`config.mk`:
```
export PLATFORM = sky130hd
export DESIGN_NAME = uart_tx_arbiter
export DESIGN_NICKNAME = d
export VERILOG_FILES = /design/src/rtl/uart_tx_arbiter.sv
export SDC_FILE = /design/constraint.sdc
export NUM_CORES = 1
export LEC_CHECK = 0
export ABC_AREA = 1
export BUFFER_PORTS_ARGS = -buffer_cell sky130_fd_sc_hd__buf_2
export CORE_MARGIN = 3
export CORE_UTILIZATION = 47
export CTS_CLUSTER_DIAMETER = 40
export DETAILED_ROUTE_END_ITERATION = 8
export PLACE_DENSITY = 0.74
export SKIP_LAST_GASP = 1
export SLEW_MARGIN = 15
export SYNTH_ARGS = -nofsm -noshare
export SYNTH_HDL_FRONTEND = slang
export SYNTH_SLANG_ARGS = --single-unit
```
`constraint.sdc`:
```
create_clock -name clk -period 2 [get_ports clk]
set_input_delay 0.2 -clock clk [delete_from_list [all_inputs] [get_ports clk]]
set_output_delay 0.2 -clock clk [all_outputs]
set_load 0.01 [all_outputs]
```
`src/rtl/uart_tx_arbiter.sv`:
```
// Round-robin arbiter that lets four byte-stream requesters share one UART
// transmitter, holding ownership for a whole packet and releasing stalled owners.
module uart_tx_arbiter #(
  parameter int TIMEOUT_WIDTH  = 16,
  parameter int TIMEOUT_CYCLES = 1000
) (
  input  logic        clk,
  input  logic        rst,
  input  logic [3:0]  req_valid,
  input  logic [31:0] req_data,
  input  logic [3:0]  req_last,
  output logic [3:0]  req_ready,
  output logic [3:0]  grant,
  output logic        busy,
  output logic [7:0]  tx_data,
  output logic        tx_req,
  input  logic        tx_ready,
  output logic        err_timeout,
  output logic [1:0]  err_id
);

  typedef enum logic [1:0] {IDLE, LOAD, ISSUE, WAIT_DONE} state_t;

  localparam logic [TIMEOUT_WIDTH-1:0] CNT_LIMIT  = TIMEOUT_WIDTH'(TIMEOUT_CYCLES);
  localparam bit                       TIMEOUT_EN = (TIMEOUT_CYCLES != 0);

  state_t                   state_q, state_d;
  logic [1:0]               ptr_q, ptr_d;
  logic [3:0]               grant_q, grant_d;
  logic [7:0]               tx_data_q, tx_data_d;
  logic                     tx_req_q;
  logic                     last_q, last_d;
  logic                     err_q, err_d;
  logic [1:0]               err_id_q, err_id_d;
  logic [TIMEOUT_WIDTH-1:0] cnt_q, cnt_d;

  logic [1:0]               gidx;
  logic [1:0]               pick_idx;
  logic                     pick_found;
  logic [1:0]               cand;
  logic                     hs;
  logic [7:0]               sel_byte;
  logic                     sel_last;
  logic [TIMEOUT_WIDTH-1:0] cnt_inc;
  logic                     timeout_hit;

  function automatic logic [TIMEOUT_WIDTH-1:0] sat_inc(input logic [TIMEOUT_WIDTH-1:0] v);
    if (&v) return v;
    return v + TIMEOUT_WIDTH'(1);
  endfunction

  function automatic logic [1:0] onehot_idx(input logic [3:0] oh);
    case (oh)
      4'b0010: return 2'd1;
      4'b0100: return 2'd2;
      4'b1000: return 2'd3;
      default: return 2'd0;
    endcase
  endfunction

  // First valid requester at or after the round-robin pointer.
  always_comb begin
    pick_found = 1'b0;
    pick_idx   = ptr_q;
    cand       = ptr_q;
    for (int k = 0; k < 4; k++) begin
      cand = ptr_q + 2'(k);
      if (!pick_found && req_valid[cand]) begin
        pick_found = 1'b1;
        pick_idx   = cand;
      end
    end
  end

  assign gidx        = onehot_idx(grant_q);
  assign hs          = (state_q == LOAD) && |(req_valid & grant_q);
  assign sel_byte    = req_data[{gidx, 3'b000} +: 8];
  assign sel_last    = req_last[gidx];
  assign cnt_inc     = sat_inc(cnt_q);
  assign timeout_hit = TIMEOUT_EN && (cnt_inc >= CNT_LIMIT);

  always_comb begin
    state_d   = state_q;
    ptr_d     = ptr_q;
    grant_d   = grant_q;
    tx_data_d = tx_data_q;
    last_d    = last_q;
    cnt_d     = cnt_q;
    err_d     = 1'b0;
    err_id_d  = err_id_q;
    case (state_q)
      IDLE: begin
        if (pick_found) begin
          grant_d = 4'b0001 << pick_idx;
          cnt_d   = '0;
          state_d = LOAD;
        end
      end
      LOAD: begin
        // A handshake in the same cycle as the limit wins over the timeout.
        if (hs) begin
          tx_data_d = sel_byte;
          last_d    = sel_last;
          state_d   = ISSUE;
        end else if (timeout_hit) begin
          cnt_d    = cnt_inc;
          grant_d  = 4'b0000;
          ptr_d    = gidx + 2'd1;
          err_d    = 1'b1;
          err_id_d = gidx;
          state_d  = IDLE;
        end else begin
          cnt_d = cnt_inc;
        end
      end
      ISSUE: begin
        if (tx_ready) state_d = WAIT_DONE;
      end
      WAIT_DONE: begin
        if (tx_ready) begin
          if (last_q) begin
            grant_d = 4'b0000;
            ptr_d   = gidx + 2'd1;
            state_d = IDLE;
          end else begin
            cnt_d   = '0;
            state_d = LOAD;
          end
        end
      end
      default: state_d = IDLE;
    endcase
  end

  always_ff @(posedge clk or posedge rst) begin
    if (rst) begin
      state_q   <= IDLE;
      ptr_q     <= 2'd0;
      grant_q   <= 4'b0000;
      tx_data_q <= 8'h00;
      tx_req_q  <= 1'b0;
      last_q    <= 1'b0;
      err_q     <= 1'b0;
      err_id_q  <= 2'd0;
      cnt_q     <= '0;
    end else begin
      state_q   <= state_d;
      ptr_q     <= ptr_d;
      grant_q   <= grant_d;
      tx_data_q <= tx_data_d;
      tx_req_q  <= (state_d == ISSUE);
      last_q    <= last_d;
      err_q     <= err_d;
      err_id_q  <= err_id_d;
      cnt_q     <= cnt_d;
    end
  end

  assign req_ready   = (state_q == LOAD) ? grant_q : 4'b0000;
  assign grant       = grant_q;
  assign busy        = (state_q != IDLE);
  assign tx_data     = tx_data_q;
  assign tx_req      = tx_req_q;
  assign err_timeout = err_q;
  assign err_id      = err_id_q;

endmodule
```
* Word level (Yosys, flattened, before mapping)
Index checks and enable logic that the tools add are counted.
Operators by class: multiply operators 0, equality and inequality tests 13, bitwise logic cells 2, reductions and logical operators 18, shift operators 2, div/mod/pow operators 0, $add $sub $neg 5, magnitude comparators 6, mux-type cells 48
Operator list (count):
- $mux 16 | 6
- $pmux 16 s3 | 1
- $shiftx 32x6->8 | 1
- $mux 2 | 12
- $mux 4 | 6
- $add 16x1->16 const B | 1
- $ge 16x10->1 const B | 1
- $reduce_and 16->1 | 1
- $lt 2x3->1 const B | 5
- $mux 1 | 14
- $ne 2x2->1 const B | 6
- $pmux 4 s3 | 1
- $bmux 1 s2 | 5
- $reduce_and 5->1 | 2
- $pmux 2 s4 | 1
- $eq 2x2->1 const B | 3
- $pmux 2 s3 | 1
- $reduce_and 6->1 | 1
- $add 2x1->2 const B | 2
- $add 2x2->2 const B | 2
- $and 4x4->4 | 1
- $eq 4x2->1 const B | 1
- $eq 4x3->1 const B | 1
- $eq 4x4->1 const B | 1
- 12 further kinds | 18
Word-level totals: bits of input ports 43, logic and storage cells 103, memories 0, bits in latches 0, ROM bits 0, bits in registers 37, RAM bits 0

* Logic depth before layout (Yosys ltp)
Gate-level depths: netlist of run 1.
depth after elaboration 15, gate-level depth with buffers 16, mapped depth without buffers 15

* Worst setup path after synthesis of run 1
OpenSTA, ideal clock, no wires.
kind register to register, from register cnt_q[1], to register grant_q[1] (netlist: grant[1]), arrival time 1714 ps, slack 169 ps, stages on the path, launching flop included 13, library setup time 117 ps, cell sequence dfrtp_1 > ha_1 > nand2_1 > nor2_4 > nand4_2 > o21ai_1 > nand2_1 > nor2_1 > nand2_2 > nand3_4 > nand2_2 > nand2_1 > nand2_1
On the way: cells in the longest elaborated chain, start to end 6
RTL lines:
- start, declared | RTL line 35 | logic [TIMEOUT_WIDTH-1:0] cnt_q, cnt_d;
- start signal, assigned | RTL line 155 | cnt_q <= cnt_d;
- parallel branches: the longest is 2 deep, another holds $add 16x1->16
- $mux 16 * | RTL line 49 | return v + TIMEOUT_WIDTH'(1);
- $ge 16x10->1 * | RTL line 80 | assign timeout_hit = TIMEOUT_EN && (cnt_inc >= CNT_LIMIT);
- $ne 2x2->1 (no source line) *
- $reduce_and 6->1 (no source line) *
- end signal, assigned | RTL line 149 | grant_q <= grant_d;
- end, declared | RTL line 29 | logic [3:0] grant_q, grant_d;
Mark *: on every way between the ends. The select of a mux whose other input is x is not followed. A chain may end at the register's enable or synchronous reset.

* Final worst setup path of run 1
from register cnt_q[0], to register grant_q[1] (netlist: grant[1])
Same word-level chain as after synthesis.

==> reports/results.tsv, run 1 <==
metric	value	unit
final period utilization	100.7	%
worst setup path start	cnt_q[0]	
filler cell count	521	
placed cell count	546	
setup repair after global routing missed its margin	true	
worst flop-to-flop path startpoint	cnt_q[0]	
Post-Route WL	7.195	mm
power density over cell area	432.2	mW/mm^2
library cells used by synthesis	34	
GPL Wtd Cong	0.8840	
Tot GR Track Use	23.03	%
Fin Clk Skew	0.003475	ns
critical path data arrival time	2.20	ns
insertion delay to the later sink of the worst-skew pair	0.29	ns
number of DRC violations after detailed-routing iteration 0	163	
achievable clock frequency	0.4964	GHz
internal power	1.197	mW
post-DR wirelength/cell	12.80	um
worst slew slack as a fraction of its limit	67.82	%
core area	0.005574	mm^2
Nets	533	
vias in the first global route	2853	
CTS tree	built	
library cell contributing the largest single delay on the critical path	sky130_fd_sc_hd__dfrtp_1	
Root Driver	sky130_fd_sc_hd__clkbuf_8	
clock-pin slew on the worst setup and hold paths	0.08	ns
Min-Delay Path Class	in2async	
kind of start point of the critical path	register	
Die X-Extent	82.15	um
sequential cell area fraction in the yosys report	33.98	%
endpoint required time on the critical path	2.18	ns
largest delay contributor family on the critical path	simple AND/OR/NAND/NOR gates	
# DRC	0	
Flop pwr share	49.0	%
clk sinks	37	
fraction of power consumed by the clock network	44.7	%
Max VDD drop	0.3346	mV
sequence of cells on the critical path	ha_2 > nand2_2 > nor2_4 > nand3_2 > nand2_1 > nand3_2 > nor2_2 > nand2_2 > nor2_4 > nand3_4 > nand3_2 > nand2_1	
layout cell share with drive strength beyond 1	35.92	%
cell area after synthesis	0.002725	mm^2
routed vias	2891	
Hold-fix buffers, CTS	0	
number of levels in the clock H-tree	2	
number of warnings reported in the yosys synthesis log	0	
number of buffers on the longest clock path	2	
Min Clock Period, post-route	2.014	ns
total of max-cap violations	0	
count of input and output buffers	63	
Yosys reg bits	37	
count of final setup violators	6	
synthesized net count	444	
Via density	5.144	
switching power as a share of total power	21.48	%
total power	1.525	mW
die height	82.15	um
net switching component of the power	327.5	uW
number of detailed-routing iterations run before antenna repair	4	
part of the power in combinational logic	6.3	%
Antenna Cells	0	
growth of design area from synthesis to finish	29.48	%
result of the run	finished, violations left	
static leakage	1.820	nW
min setup slack post-route	-0.01435	ns
overall overflow remaining after global route	0	
violated checks	negative setup slack	
type of the worst setup path	reg2reg	
largest net degree at the start of global routing	38	
cell count after synthesis	400	
die area	0.006748	mm^2
Placement Setup Slack	-0.09957	ns
CP endpoint kind	register	
final cell count without fillers	562	
antenna violations before repair	0	
Bufs and invs on worst path	0	
transition time at the pin with the least slew margin	0.4826	ns
global-route wire length before repair	12.24	mm
largest fanout on the critical path	8	
worst reg2reg setup slack	-0.01	ns
Initial Util	48.89	%
clock buffers created by TritonCTS	5	
final number of max-transition violations	0	
total negative slack for setup checks	-0.05196	ns
post-detailed-placement half-perimeter wirelength	5.377	mm
maximum cell stage delay along the critical path	0.37	ns
Antenna Violating Nets Remaining	0	
final hold viol count	0	
number of top-level pins	64	
Mapped Avg Cell Area	6.813	um^2
number of rows created at floorplan	27	
most used cell along the critical path	sky130_fd_sc_hd__nand3_2	
## Yosys cell counts, drive strengths merged
| library cell | n | area, um^2 |
|---|---|---|
| or2 | 11 | 68.82 |
| o21bai | 1 | 7.510 |
| inv | 44 | 170.2 |
| nand3 | 32 | 172.7 |
| o211ai | 8 | 60.06 |
| o21ai | 30 | 176.4 |
| dfrtp | 37 | 925.9 |
| ha | 1 | 12.51 |
| a31o | 1 | 8.760 |
| xor2 | 4 | 35.03 |
| clkbuf | 2 | 7.510 |
| a21oi | 5 | 25.02 |
| a22o | 3 | 26.28 |
| nand2 | 116 | 475.5 |
| clkinv | 2 | 7.510 |
| nor2 | 71 | 309.0 |
| o22ai | 5 | 56.31 |
| nor3 | 5 | 30.03 |
| a31oi | 8 | 50.05 |
| nand4 | 9 | 62.56 |
| buf | 5 | 37.53 |
## layer usage
layer / part of all wire (%) / global-route usage (%)
met1: 44 / 28.05
met4: 1.1 / 6.811
met5: 0 / 0
met2: 49 / 40.87
met3: 6.0 / 4.664
## worst paths after layout
kind                              end  depth (start not counted)
max in group asynchronous      last_q                          3
hold reg to reg             err_id[0]                          2
setup reg to reg             grant[1]                         12
setup / recovery             grant[1]                         12
min in group clk           tx_data[0]                          3
hold / removal              err_id[0]                          3
## per-stage QoR
stage,utilization (%),cell area (um^2),hold slack [ns]
after CTS,61.55,3431,0.02360
after floorplan,-,2725,0.3797
after detailed placement,58.00,3233,0.3393
final,63.30,3528,0.01228
after global routing,63.30,3528,0.06648
after global placement,58.00,3233,0.3397
## cells by family after synthesis
kind of cell,synth area share (%)
AO/OA/AOI/OAI,15.06
XOR/XNOR,1.285
adder cells (fa/ha/maj),0.4591
buffers and inverters,8.173
flip-flops,33.98
AND/OR/NAND/NOR,41.05
## power by group through the flow
stage	combinational (mW)	clock, mW	sequential [mW]
2_1_floorplan	0.0414	0	0.762
3_3_place_gp	0.0965	0	0.762
3_5_place_dp	0.0963	0	0.762
4_1_cts	0.0965	0.692	0.747
5_1_grt	0.110	0.716	0.747
6_report	0.0953	0.682	0.747
## state kept, by name, indices dropped and copies added, names as in the netlist
| name | count |
|---|---|
| ptr_q | 2 |
| cnt_q | 16 |
| grant | 4 |
| err_timeout | 1 |
| tx_data | 8 |
| err_id | 2 |
| last_q | 1 |
| tx_req | 1 |
| state_q | 2 |
## worst min-delay path, cell delays in order
cell                    delay, ns
sky130_fd_sc_hd__buf_2       0.09
sky130_fd_sc_hd__inv_1       0.04
sky130_fd_sc_hd__buf_4       0.41
## layout by cell type (no fill, tap or decap), types with 10 or more instances in the layout
| master | n |
|---|---|
| sky130_fd_sc_hd__buf_4 | 24 |
| sky130_fd_sc_hd__or2_2 | 11 |
| sky130_fd_sc_hd__nand2_2 | 16 |
| sky130_fd_sc_hd__o21ai_0 | 16 |
| sky130_fd_sc_hd__inv_1 | 37 |
| sky130_fd_sc_hd__dfrtp_1 | 37 |
| sky130_fd_sc_hd__buf_2 | 63 |
| sky130_fd_sc_hd__nand3_1 | 22 |
| sky130_fd_sc_hd__nand2_1 | 97 |
| sky130_fd_sc_hd__nor2_1 | 55 |
| sky130_fd_sc_hd__nor2_2 | 10 |
## what timing repair did
item,in CTS,in global routing
pin swaps,7,15
setup endpoints to repair,18,24
setup buffers,3,5
resized for setup,13,19
## layout make-up
class                   instances  area, um^2  share of cell area [%]
inverters                      46       177.7                   5.035
well taps                      72       90.09                   2.553
clock inverters                 1       30.03                  0.8511
clock buffers                   7       86.33                   2.447
repair buffers                 89       526.8                   14.93
flip-flops and latches         37       925.9                   26.24
multi-input cells             310        1692                   47.94
Power figures use the tool's default switching activity.
==> run 2: changes to the inputs <==
ABC_CLOCK_PERIOD_IN_PS = 2000   (was default)
HOLD_SLACK_MARGIN = 0.08   (was default)
SETUP_SLACK_MARGIN = 0.02   (was default)
==> reports/results.tsv, run 2 (synthesized netlist as in run 1, its figures left out) <==
metric	value	unit
Register Area	925.9	um^2
number of DRC violations after detailed-routing iteration 0	149	
Nets	533	
power density over cell area	433.1	mW/mm^2
type of the worst setup path	reg2reg	
routed vias	2894	
largest register by flop count	cnt_q	
overall overflow remaining after global route	0	
core area	0.005574	mm^2
static leakage	1.819	nW
switching power as a share of total power	21.61	%
worst slew slack as a fraction of its limit	67.89	%
Min Clock Period, post-route	1.999	ns
number of detailed-routing iterations run before antenna repair	4	
net switching component of the power	330.5	uW
Antenna Violating Nets Remaining	0	
final period utilization	99.93	%
Tot GR Track Use	23.05	%
post-DR wirelength/cell	12.77	um
Final Instance Area	0.003531	mm^2
Antenna Cells	0	
endpoint required time on the critical path	2.18	ns
kind of start point of the critical path	register	
Reg2Reg Depth	12	
internal power	1.199	mW
count of input and output buffers	63	
global-route wire length before repair	12.25	mm
number of top-level pins	64	
die height	82.15	um
growth of design area from synthesis to finish	29.57	%
multi-input logic area	0.001692	mm^2
placed standard-cell area	0.003233	mm^2
placed cell count	546	
total negative slack for setup checks	0	ns
Fin Clk Skew	0.004222	ns
Post-Route WL	7.175	mm
critical path data arrival time	2.18	ns
Min-Delay Path Class	in2reg	
GPL Wtd Cong	0.8840	
highest-count cells in the layout ignoring fill and taps	97 x sky130_fd_sc_hd__nand2_1, 63 x sky130_fd_sc_hd__buf_2, 55 x sky130_fd_sc_hd__nor2_1	
final hold viol count	0	
transition time at the pin with the least slew margin	0.4816	ns
part of the power in combinational logic	6.3	%
Root Driver	sky130_fd_sc_hd__clkbuf_8	
Initial Util	48.89	%
clock buffers created by TritonCTS	5	
total power	1.529	mW
count of final setup violators	0	
most frequent standard cell in the layout excluding fill and tap cells	sky130_fd_sc_hd__nand2_1	
post-detailed-placement half-perimeter wirelength	5.377	mm
final cell count without fillers	562	
number of buffers on the longest clock path	2	
CP endpoint kind	register	
die area	0.006748	mm^2
# DRC	0	
number of instances on the worst hold path	3	
Die X-Extent	82.15	um
vias in the first global route	2856	
fraction of power consumed by the clock network	44.8	%
layout cell share with drive strength beyond 1	35.71	%
setup repair after global routing missed its margin	true	
largest fanout on the critical path	8	
antenna violations before repair	0	
final number of max-transition violations	0	
Via density	5.149	
total of max-cap violations	0	
number of levels in the clock H-tree	2	
clk sinks	37	
filler cell count	521	
Flop pwr share	48.9	%
CTS tree	built	
achievable clock frequency	0.5004	GHz
number of flip-flops under the largest register name	16	
result of the run	complete, no violations	
Max VDD drop	0.3350	mV
number of rows created at floorplan	27	
largest net degree at the start of global routing	38	
insertion delay to the later sink of the worst-skew pair	0.29	ns
clock-pin slew on the worst setup and hold paths	0.08	ns
## run 2: cell count changes in the layout (fill, tap and decap cells not counted), sizes merged
| cell | previous run | this run |
|---|---|---|
| buf | 89 | 88 |
| dlygate4sd3 | 0 | 1 |
## run 2: through the flow
stage          util (%)  hold slack [ns]  worst slack, ns
2_1_floorplan         -           0.3797           0.1688
3_3_place_gp      58.00           0.3397         -0.08065
3_5_place_dp      58.00           0.3393         -0.09957
4_1_cts           61.73           0.2265         -0.01996
5_1_grt           63.34           0.2466          -0.1532
6_report          63.34           0.2302         0.001438
## run 2: cell type report
type	instances	area share, %
clock buffers	7	2.445
multi-input cells	310	47.91
flip-flops and latches	37	26.22
clock inverters	1	0.8505
well taps	72	2.551
repair buffers	89	14.99
inverters	46	5.032
## run 2: critical path, cell delays in order (launching register included)
cell and delay, ns:
sky130_fd_sc_hd__dfrtp_1 0.37, sky130_fd_sc_hd__ha_2 0.19, sky130_fd_sc_hd__nand2_2 0.07, sky130_fd_sc_hd__nor2_4 0.22
sky130_fd_sc_hd__nand3_2 0.14, sky130_fd_sc_hd__nor2_2 0.15, sky130_fd_sc_hd__nor2_1 0.06, sky130_fd_sc_hd__nor2_2 0.11
sky130_fd_sc_hd__nand2_2 0.08, sky130_fd_sc_hd__nor2_4 0.16, sky130_fd_sc_hd__nand3_4 0.17, sky130_fd_sc_hd__nand3_2 0.13
sky130_fd_sc_hd__nand2_1 0.06
## run 2: metal layers
metal	vias up	share of wire, %	GRT usage [%]
li1	1481	-	-
met1	1305	44	28.11
met2	99	49	40.87
met3	9	6.1	4.664
met4	0	1.1	6.811
met5	-	0	0
## run 2: final timing paths
kind	start	end	slack, ns
worst max-delay path	cnt_q[0]	grant[1]	0.001
worst min-delay path	req_data[17]	tx_data[1]	0.23
worst max register to register	cnt_q[0]	grant[1]	0.001
worst min register to register	err_id[0]	err_id[0]	0.50
max in group asynchronous	rst	last_q	1.10
min in group asynchronous	rst	err_id[0]	0.56
## run 2: what timing repair did
action	4_1_cts	5_1_grt
pin swaps	8	15
hold buffers	1	0
setup endpoints to repair	18	28
endpoints found under the hold margin	37	0
setup buffers	3	4
gates resized for setup	13	19
## run 2: power groups by stage
stage / logic [mW] / clock network (mW) / registers (mW)
4_1_cts: 0.0979 / 0.692 / 0.747
5_1_grt: 0.112 / 0.716 / 0.747
3_3_place_gp: 0.0965 / 0 / 0.762
6_report: 0.0970 / 0.685 / 0.747
2_1_floorplan: 0.0414 / 0 / 0.762
3_5_place_dp: 0.0963 / 0 / 0.762
==> run 3: changes to the inputs <==
CELL_PAD_IN_SITES_DETAIL_PLACEMENT = 0   (was default)
CELL_PAD_IN_SITES_GLOBAL_PLACEMENT = 1   (was default)
CORE_MARGIN = default   (was 3)
CORE_UTILIZATION = 38   (was 47)
MAX_ROUTING_LAYER = met4   (was default)
PLACE_DENSITY = 0.83   (was 0.74)
==> reports/results.tsv, run 3 (synthesized netlist as in run 1, its figures left out) <==
metric	value	unit
result of the run	finished, violations left	
violated checks	negative setup slack	
power density over cell area	468.1	mW/mm^2
Flop pwr share	45.4	%
switching power as a share of total power	21.40	%
net switching component of the power	352.4	uW
critical hold path startpoint	req_data[20]	
library cell contributing the largest single delay on the critical path	sky130_fd_sc_hd__dfrtp_1	
antenna violations before repair	0	
worst reg2reg setup slack	-0.04	ns
GPL Wtd Cong	0.8826	
highest-count cells in the layout ignoring fill and taps	101 x sky130_fd_sc_hd__nand2_1, 63 x sky130_fd_sc_hd__buf_2, 56 x sky130_fd_sc_hd__nor2_1	
largest fanout on the critical path	8	
total of max-cap violations	0	
number of buffers on the longest clock path	2	
most frequent standard cell in the layout excluding fill and tap cells	sky130_fd_sc_hd__nand2_1	
setup repair after global routing missed its margin	true	
Min Clock Period, post-route	2.039	ns
Max VDD drop	0.2279	mV
# DRC	0	
layout cell share with drive strength beyond 1	33.33	%
fraction of power consumed by the clock network	48.8	%
sequence of cells on the critical path	ha_2 > nand2_2 > nor2_4 > nand3_2 > nor2_2 > nor2_1 > nor2_2 > nand2_2 > nor2_4 > nand3_4 > nand3_1 > nand2_1	
endpoint required time on the critical path	2.18	ns
core area	0.006869	mm^2
static leakage	1.798	nW
met1 layer usage reported by global route	28.19	%
Bufs and invs on worst path	0	
Post-Route WL	7.170	mm
number of flip-flops under the largest register name	16	
Reg-to-Reg End	grant[0]	
Layout Utilization	51.20	%
final period utilization	101.9	%
number of rows created at floorplan	30	
largest register by flop count	cnt_q	
count of final setup violators	6	
Die X-Extent	86.69	um
post-DR wirelength/cell	12.26	um
Min-Delay Path Class	in2reg	
part of the power in combinational logic	5.9	%
kind of start point of the critical path	register	
internal power	1.294	mW
die height	86.69	um
post-detailed-placement half-perimeter wirelength	5.346	mm
worst flop-to-flop path startpoint	cnt_q[1]	
Endpoint, Worst Hold	tx_data[4]	
global-route wire length before repair	12.59	mm
number of instances on the worst hold path	3	
met2 track demand over resource	35.35	%
worst setup path start	cnt_q[1]	
Initial Util	39.67	%
number of top-level pins	64	
maximum cell stage delay along the critical path	0.40	ns
transition time at the pin with the least slew margin	0.4962	ns
largest net degree at the start of global routing	38	
Root Driver	sky130_fd_sc_hd__clkbuf_8	
final number of max-transition violations	0	
clk sinks	37	
type of the worst setup path	reg2reg	
placed cell count	567	
Via density	4.850	
vias in the first global route	2786	
peak-usage layer in the global routing report	met2	
final hold viol count	0	
number of levels in the clock H-tree	2	
critical path data arrival time	2.22	ns
Antenna Violating Nets Remaining	0	
CTS tree	built	
number of DRC violations after detailed-routing iteration 0	112	
die area	0.007514	mm^2
final cell count without fillers	585	
growth of design area from synthesis to finish	29.06	%
global routing met3 resource utilization	3.619	%
largest delay contributor family on the critical path	simple AND/OR/NAND/NOR gates	
Nets	532	
number of detailed-routing iterations run before antenna repair	5	
min setup slack post-route	-0.03853	ns
CP endpoint kind	register	
achievable clock frequency	0.4905	GHz
count of input and output buffers	63	
overall overflow remaining after global route	0	
Tot GR Track Use	21.76	%
routed vias	2837	
clock buffers created by TritonCTS	5	
Reg2Reg Depth	12	
worst slew slack as a fraction of its limit	66.92	%
clock-pin slew on the worst setup and hold paths	0.08	ns
insertion delay to the later sink of the worst-skew pair	0.30	ns
Fin Clk Skew	0.009307	ns
Antenna Cells	0	
==> run 3: cell types whose count changed in the layout (fill, tap and decap cells not counted), sizes merged <==
cell	delta
clkbuf	-2
buf	-1
bufinv	+1
inv	+1
==> run 3: final cells by class <==
class	instances	area, um^2
repair buffers	88	505.5
inverters	46	177.7
flip-flops and latches	37	925.9
clock buffers	5	68.82
clock inverters	3	68.82
fillers	704	3352
well taps	96	120.1
multi-input cells	310	1650
==> run 3: power groups by stage <==
| stage | registers [mW] | logic (mW) | clock network, mW |
|---|---|---|---|
| 5_1_grt | 0.747 | 0.110 | 0.846 |
| 3_5_place_dp | 0.762 | 0.0961 | 0 |
| 6_report | 0.747 | 0.0964 | 0.803 |
| 3_3_place_gp | 0.762 | 0.0950 | 0 |
| 4_1_cts | 0.747 | 0.0976 | 0.818 |
| 2_1_floorplan | 0.762 | 0.0414 | 0 |
==> run 3: per-stage QoR <==
stage	area, um^2	hold WS [ns]	TNS, ns	total power [mW]	worst slack [ns]
2_1_floorplan	2725	0.3797	0	0.8037	0.1688
3_3_place_gp	3228	0.3342	0	0.8573	0.0006737
3_5_place_dp	3228	0.3431	-0.4000	0.8583	-0.06969
4_1_cts	3467	0.2254	-0.04794	1.663	-0.01846
5_1_grt	3517	0.2364	-1.663	1.703	-0.2028
6_report	3517	0.2246	-0.1427	1.646	-0.03853
==> run 3: how the worst max path moves through the flow <==
stage / end / slack, ns / cells after the start
global route: grant[3] / -0.20 / 13
CTS: grant[1] / -0.02 / 12
detailed placement: grant[3] / -0.07 / 14
finish: grant[0] / -0.04 / 12
floorplan: grant[1] / 0.17 / 12
global placement: grant[0] / 0.0007 / 14
==> run 3: timing repair <==
| item | 4_1_cts | 5_1_grt |
|---|---|---|
| hold endpoints to repair | 37 | 0 |
| pin swaps | 4 | 7 |
| resized for setup | 11 | 9 |
| endpoints found under the setup margin | 9 | 29 |
| hold buffers | 1 | 0 |
| setup buffers | 6 | 3 |
==> run 3: tightest hold or removal path, cell delays in order <==
cell	delay, ns
sky130_fd_sc_hd__buf_2	0.08
sky130_fd_sc_hd__o211ai_1	0.09
sky130_fd_sc_hd__a31oi_1	0.12
==> run 3: layer usage <==
layer	share of wire, %	wire [um]
met4	0.56	40
met3	4.2	303
met5	0	0
met2	48	3425
met1	47	3401
